File: src/rtl/sram_port_arbiter_if.sv
// Memory-side port of sram_port_arbiter: address phase request and data phase response.
interface sram_port_arbiter_if #(
    parameter int AW = 32,
    parameter int DW = 32
) ();
    logic          bus_req;
    logic          bus_wr;
    logic [1:0]    bus_size;
    logic [3:0]    bus_wen;
    logic [AW-1:0] bus_addr;
    logic [DW-1:0] bus_wdata;
    logic          bus_addr_ok;
    logic          bus_data_ok;
    logic [DW-1:0] bus_rdata;

    modport master (
        output bus_req, bus_wr, bus_size, bus_wen, bus_addr, bus_wdata,
        input  bus_addr_ok, bus_data_ok, bus_rdata
    );

    modport slave (
        input  bus_req, bus_wr, bus_size, bus_wen, bus_addr, bus_wdata,
        output bus_addr_ok, bus_data_ok, bus_rdata
    );
endinterface

File: src/rtl/sram_port_arbiter.sv
// Shares one SRAM-like port between fetch (I) and MEM-stage data (D) requests.
// Define ARB_FAIR_EN to let a waiting fetch win after MAX_D_RUN consecutive D grants.
module sram_port_arbiter #(
    parameter int AW        = 32,
    parameter int DW        = 32,
    parameter int MAX_D_RUN = 4
) (
    input  logic          clk,
    input  logic          rst,
    input  logic          inst_req,
    input  logic [AW-1:0] inst_addr,
    output logic [DW-1:0] inst_rdata,
    output logic          inst_ok,
    input  logic          data_req,
    input  logic [3:0]    data_wen,
    input  logic [AW-1:0] data_addr,
    input  logic [DW-1:0] data_wdata,
    output logic [DW-1:0] data_rdata,
    output logic          data_ok,
    input  logic          flush,
    sram_port_arbiter_if.master mem
);

    typedef enum logic [2:0] {
        IDLE, D_ADDR, D_WAIT, I_ADDR, I_WAIT
    } state_e;

    state_e     state_q;
    logic       drop_q;
    logic       i_go;
    logic       pick_i;
    logic [1:0] d_size;

    assign i_go = inst_req & ~flush;

`ifdef ARB_FAIR_EN
    localparam int CW = $clog2(MAX_D_RUN + 1);
    logic [CW-1:0] run_cnt_q;

    assign pick_i = i_go & (run_cnt_q == CW'(MAX_D_RUN));

    always_ff @(posedge clk) begin
        if (rst) begin
            run_cnt_q <= '0;
        end else if (state_q == IDLE) begin
            if (pick_i || (!data_req && i_go))
                run_cnt_q <= '0;
            else if (data_req && !inst_req)
                run_cnt_q <= '0;
            else if (data_req && run_cnt_q != CW'(MAX_D_RUN))
                run_cnt_q <= run_cnt_q + 1'b1;
        end
    end
`else
    logic unused_max_d_run;
    assign unused_max_d_run = |MAX_D_RUN;
    assign pick_i = 1'b0;
`endif

    always_comb begin
        unique case (data_wen)
            4'b0001, 4'b0010, 4'b0100, 4'b1000: d_size = 2'd0;
            4'b0011, 4'b1100:                   d_size = 2'd1;
            default:                            d_size = 2'd2;
        endcase
    end

    always_ff @(posedge clk) begin
        if (rst) begin
            state_q <= IDLE;
            drop_q  <= 1'b0;
        end else begin
            unique case (state_q)
                IDLE: begin
                    if (pick_i)        state_q <= I_ADDR;
                    else if (data_req) state_q <= D_ADDR;
                    else if (i_go)     state_q <= I_ADDR;
                end
                D_ADDR: if (mem.bus_addr_ok) state_q <= D_WAIT;
                D_WAIT: if (mem.bus_data_ok) state_q <= IDLE;
                // A flushed fetch never reaches the bus
                I_ADDR: begin
                    if (flush)                state_q <= IDLE;
                    else if (mem.bus_addr_ok) state_q <= I_WAIT;
                end
                I_WAIT: begin
                    if (mem.bus_data_ok) begin
                        state_q <= IDLE;
                        drop_q  <= 1'b0;
                    end else if (flush) begin
                        drop_q  <= 1'b1;
                    end
                end
                default: state_q <= IDLE;
            endcase
        end
    end

    always_comb begin
        mem.bus_req   = 1'b0;
        mem.bus_wr    = 1'b0;
        mem.bus_size  = 2'd0;
        mem.bus_wen   = 4'b0;
        mem.bus_addr  = '0;
        mem.bus_wdata = '0;
        inst_ok       = 1'b0;
        inst_rdata    = '0;
        data_ok       = 1'b0;
        data_rdata    = '0;
        if (!rst) begin
            unique case (state_q)
                D_ADDR: begin
                    mem.bus_req   = 1'b1;
                    mem.bus_wr    = |data_wen;
                    mem.bus_size  = d_size;
                    mem.bus_wen   = data_wen;
                    mem.bus_addr  = data_addr;
                    mem.bus_wdata = data_wdata;
                end
                D_WAIT: if (mem.bus_data_ok) begin
                    data_ok    = 1'b1;
                    data_rdata = mem.bus_rdata;
                end
                I_ADDR: if (!flush) begin
                    mem.bus_req  = 1'b1;
                    mem.bus_size = 2'd2;
                    mem.bus_addr = inst_addr;
                end
                I_WAIT: if (mem.bus_data_ok && !drop_q && !flush) begin
                    inst_ok    = 1'b1;
                    inst_rdata = mem.bus_rdata;
                end
                default: ;
            endcase
        end
    end

endmodule

File: src/flat_wrapper.sv
// flat-port wrapper written by rule: the top's interface ports become plain ports
module sram_port_arbiter_flat 
#(
    parameter int AW        = 32,
    parameter int DW        = 32,
    parameter int MAX_D_RUN = 4
)
  (clk, rst, inst_req, inst_addr, inst_rdata, inst_ok, data_req, data_wen, data_addr, data_wdata, data_rdata, data_ok, flush, mem_bus_req, mem_bus_wr, mem_bus_size, mem_bus_wen, mem_bus_addr, mem_bus_wdata, mem_bus_addr_ok, mem_bus_data_ok, mem_bus_rdata);
  sram_port_arbiter_if #(.AW(AW), .DW(DW)) mem_i ();
  input  logic clk;
  input  logic rst;
  input  logic inst_req;
  input  logic [AW-1:0] inst_addr;
  output logic [DW-1:0] inst_rdata;
  output logic inst_ok;
  input  logic data_req;
  input  logic [3:0] data_wen;
  input  logic [AW-1:0] data_addr;
  input  logic [DW-1:0] data_wdata;
  output logic [DW-1:0] data_rdata;
  output logic data_ok;
  input  logic flush;
  output wire logic [$bits(mem_i.bus_req)-1:0] mem_bus_req;
  output wire logic [$bits(mem_i.bus_wr)-1:0] mem_bus_wr;
  output wire logic [$bits(mem_i.bus_size)-1:0] mem_bus_size;
  output wire logic [$bits(mem_i.bus_wen)-1:0] mem_bus_wen;
  output wire logic [$bits(mem_i.bus_addr)-1:0] mem_bus_addr;
  output wire logic [$bits(mem_i.bus_wdata)-1:0] mem_bus_wdata;
  input wire logic [$bits(mem_i.bus_addr_ok)-1:0] mem_bus_addr_ok;
  input wire logic [$bits(mem_i.bus_data_ok)-1:0] mem_bus_data_ok;
  input wire logic [$bits(mem_i.bus_rdata)-1:0] mem_bus_rdata;
  assign mem_bus_req = mem_i.bus_req;
  assign mem_bus_wr = mem_i.bus_wr;
  assign mem_bus_size = mem_i.bus_size;
  assign mem_bus_wen = mem_i.bus_wen;
  assign mem_bus_addr = mem_i.bus_addr;
  assign mem_bus_wdata = mem_i.bus_wdata;
  assign mem_i.bus_addr_ok = mem_bus_addr_ok;
  assign mem_i.bus_data_ok = mem_bus_data_ok;
  assign mem_i.bus_rdata = mem_bus_rdata;
  sram_port_arbiter #(.AW(AW), .DW(DW), .MAX_D_RUN(MAX_D_RUN)) u_core (.clk(clk), .rst(rst), .inst_req(inst_req), .inst_addr(inst_addr), .inst_rdata(inst_rdata), .inst_ok(inst_ok), .data_req(data_req), .data_wen(data_wen), .data_addr(data_addr), .data_wdata(data_wdata), .data_rdata(data_rdata), .data_ok(data_ok), .flush(flush), .mem(mem_i));
endmodule
File: config.mk
export PLATFORM = sky130hd
export DESIGN_NAME = sram_port_arbiter_flat
export DESIGN_NICKNAME = d
export VERILOG_FILES = /design/src/rtl/sram_port_arbiter_if.sv /design/src/rtl/sram_port_arbiter.sv /design/src/flat_wrapper.sv
export SDC_FILE = /design/constraint.sdc
export NUM_CORES = 1
export LEC_CHECK = 0
export BUFFER_PORTS_ARGS = -buffer_cell sky130_fd_sc_hd__clkbuf_2
export CORE_AREA = 4 4 107 109
export CTS_CLUSTER_DIAMETER = 60
export DETAILED_ROUTE_END_ITERATION = 16
export DIE_AREA = 0 0 111 113
export GPL_TIMING_DRIVEN = 1
export HOLD_SLACK_MARGIN = 0.08
export PLACE_DENSITY = 0.53
export SLEW_MARGIN = 25
export SYNTH_ARGS = -nofsm -noshare
export SYNTH_HDL_FRONTEND = slang
export SYNTH_SLANG_ARGS = --single-unit
File: constraint.sdc
create_clock -name clk -period 1.5 [get_ports clk]
set_input_delay 0 -clock clk [delete_from_list [all_inputs] [get_ports clk]]
set_output_delay 0 -clock clk [all_outputs]
set_load 0.01 [all_outputs]
==> load_flow_metrics.sql <==
INSERT INTO impl_metrics (metric_group, metric, value, unit) VALUES
('outcome', 'status', 'finished, violations left', ''),
('outcome', 'violated_checks', 'setup timing', ''),
('routing', 'viasPerCell', '4.28', ''),
('clock_tree', 'tritoncts_buffers', '3', ''),
('routing', 'drc_violations', '0', ''),
('timing', 'finalHoldWorstSlack', '0.104', 'ns'),
('synth', 'synthTopCellsByCount', '88 x sky130_fd_sc_hd__and2_1, 42 x sky130_fd_sc_hd__nor2_1, 33 x sky130_fd_sc_hd__a22oi_1', ''),
('grt', 'globalRoute.totalOverflow', '0', ''),
('placed_design', 'dp_hpwl', '6.68', 'mm'),
('floorplanning', 'io_pins', '277', ''),
('power_and_ir_drop', 'p_leak', '0.00216', 'uW'),
('grt', 'global_route.usage.total', '0.137', ''),
('timing', 'final_critical_path_setup_slack', '-0.160', 'ns'),
('clock_tree', 'clkSinkCount', '4', ''),
('setup_path', 'worstSetupStartpointType', 'flip-flop', ''),
('timing', 'fin_skew', '0.00488', 'ns'),
('timing', 'post-route-period-util', '1.11', ''),
('timing', 'max_freq', '602', 'MHz'),
('timing', 'timing_worst_slew_pin_value', '0.267', 'ns'),
('setup_path', 'criticalPathCategory', 'flip-flop to output port', ''),
('finish', 'drive_gt1_frac', '0.705', ''),
('finish', 'layout.cell_area.non_filler', '3810', 'sq um'),
('synth', 'synth_top_family_by_area', 'simple AND/OR/NAND/NOR gates', ''),
('finish', 'syn_to_final_growth', '150', '%'),
('routing', 'routed_wirelength', '9.79', 'mm'),
('floorplanning', 'fp-row-count', '38', ''),
('synth', 'netlist_area', '1530', 'sq um'),
('clock_tree', 'clock_path_buffers', '2', ''),
('finish', 'diodes', '0', ''),
('timing', 'timing.final.setup_violations', '132', ''),
('clock_tree', 'h-tree-depth', '1', ''),
('floorplanning', 'coreArea', '10600', 'sq um'),
('setup_path', 'timing.critical_path.arrival', '1.66', 'ns'),
('timing', 'hold_viol_final', '0', ''),
('synth', 'synth_top_cell_area_share', '0.361', ''),
('clock_tree', 'worst_setup_hold_path_clk_slew', '0.04', 'ns'),
('placed_design', 'place_congestion', '0.909', ''),
('synth', 'synth-simple-area-share', '0.623', ''),
('finish', 'finish.net_count', '667', ''),
('synth', 'yosys-mux-area-fraction', '0', ''),
('timing', 'slew_violations', '0', ''),
('timing', 'tns', '-10.80', 'ns'),
('synth', 'synth.distinct_cells', '30', ''),
('clock_tree', 'cts_tree', 'yes', ''),
('synth', 'synthDominantAreaCellType', 'sky130_fd_sc_hd__and2_1', ''),
('synth', 'netlist_instances', '229', ''),
('floorplanning', 'die_area', '12500', 'sq um'),
('setup_path', 'timing.critical_path.required', '1.50', 'ns'),
('setup_path', 'critical_path_peak_fanout', '8', ''),
('grt', 'maximum_number_of_pins_on_one_net_before_global_route_repair', '19', ''),
('power_and_ir_drop', 'ir_drop', '0.277', 'mV'),
('power_and_ir_drop', 'cellPowerDensity', '332', 'nW/um^2'),
('floorplanning', 'die_y', '113', 'um'),
('setup_path', 'end_kind', 'output port', ''),
('routing', 'wl_per_cell', '14.7', 'um'),
('hold_path', 'worstHoldPathType', 'input port to flip-flop', ''),
('routing', 'drt-initial-drc-count', '95', ''),
('synth', 'ys.flop_type', 'sky130_fd_sc_hd__dfxtp_1', ''),
('synth', 'synth_most_common_cell', 'sky130_fd_sc_hd__and2_1', ''),
('job', 'cap_viol_max_count', '0', ''),
('routing', 'detailroute.via_count', '2849', ''),
('synth', 'ys_seq_elements', '4', ''),
('finish', 'num-fill-cells', '1102', ''),
('synth', 'yosysSeqAreaShare', '0.0525', ''),
('synth', 'synth-adder-area-share', '0', ''),
('synth', 'syn_avg_cell_area', '6.67', 'sq um'),
('grt', 'grt_first_pass_wirelength', '14.2', 'mm'),
('clock_tree', 'clk_root_buffer_cell', 'sky130_fd_sc_hd__clkbuf_8', ''),
('finish', 'area_taken_by_multi_input_logic_gates', '1460', 'sq um'),
('synth', 'synth_net_count', '368', ''),
('timing', 'timing.final.crit_period', '1.66', 'ns');
[per-layer routing]
| metal | global-route usage | share of wire |
|---|---|---|
| met5 | 0 | 0 |
| met4 | 0.0213 | 0.0069 |
| met3 | 0.0262 | 0.096 |
| met2 | 0.263 | 0.53 |
| met1 | 0.159 | 0.37 |
[cell usage in the layout (no fill, tap or decap), drive strengths merged, types with 3 or more instances in the layout]
cell type  count
buf          112
clkbuf       197
a22oi         33
o21ai          3
and4b          3
and2         100
bufbuf         5
a21oi          4
nor2          47
dfxtp          4
[critical path: stages, from the launching register on]
cell and delay [ns]:
sky130_fd_sc_hd__dfxtp_2 0.33, sky130_fd_sc_hd__buf_6 0.12, sky130_fd_sc_hd__nor3b_4 0.28, sky130_fd_sc_hd__and4b_2 0.40
sky130_fd_sc_hd__and2_2 0.18, sky130_fd_sc_hd__clkbuf_2 0.13
[cell families (layout without fill, tap and decap cells)]
family,after synthesis,count (layout)
and+or+nand+nor,156,162
DFF,4,4
xor gates and xnor gates,1,1
AOI/OAI and AO/OA,44,44
buffers and inverters,24,315
[through the flow]
step / power [uW] / std cells
after detailed placement: 731 / 632
after CTS: 1180 / 656
after global placement: 720 / 632
final: 1270 / 666
after floorplan: 421 / 229
after global routing: 1350 / 666
[state kept, by name, indices dropped and copies added (netlist names)]
| name | cells |
|---|---|
| u_core.drop_q | 1 |
| u_core.state_q | 3 |
[area by class of cell]
type | instances | share of cell area
multi-input cells | 207 | 0.383
flip-flops and latches | 4 | 0.0227
inverters | 1 | 0.000985
well taps | 140 | 0.0460
clock buffers | 3 | 0.0108
repair buffers | 311 | 0.537
[where the power goes]
group	total [uW]	switching, uW	leakage [uW]	internal [uW]
combinational	904	383	0.00210	521
sequential	125	10.1	0.0000341	115
clock	237	65.0	0.0000216	172
total	1270	458	0.00216	807
[path summary, 6_finish.rpt]
| check | start | to | slack, ns | cells after the start |
|---|---|---|---|---|
| min | mem_bus_addr_ok | u_core.state_q[2] | 0.10 | 3 |
| max | u_core.state_q[2] | inst_rdata[31] | -0.16 | 5 |
| max reg2reg | u_core.state_q[2] | u_core.state_q[2] | 0.22 | 6 |
| min reg2reg | u_core.drop_q | u_core.drop_q | 0.53 | 2 |
[what timing repair did]
item,in CTS,in global routing
cloned,11,4
setup buffers,10,6
pin swaps,15,28
setup endpoints to repair,106,138
hold buffers,0,0
gates resized for setup,28,127
(Power assumes the default switching activity.)
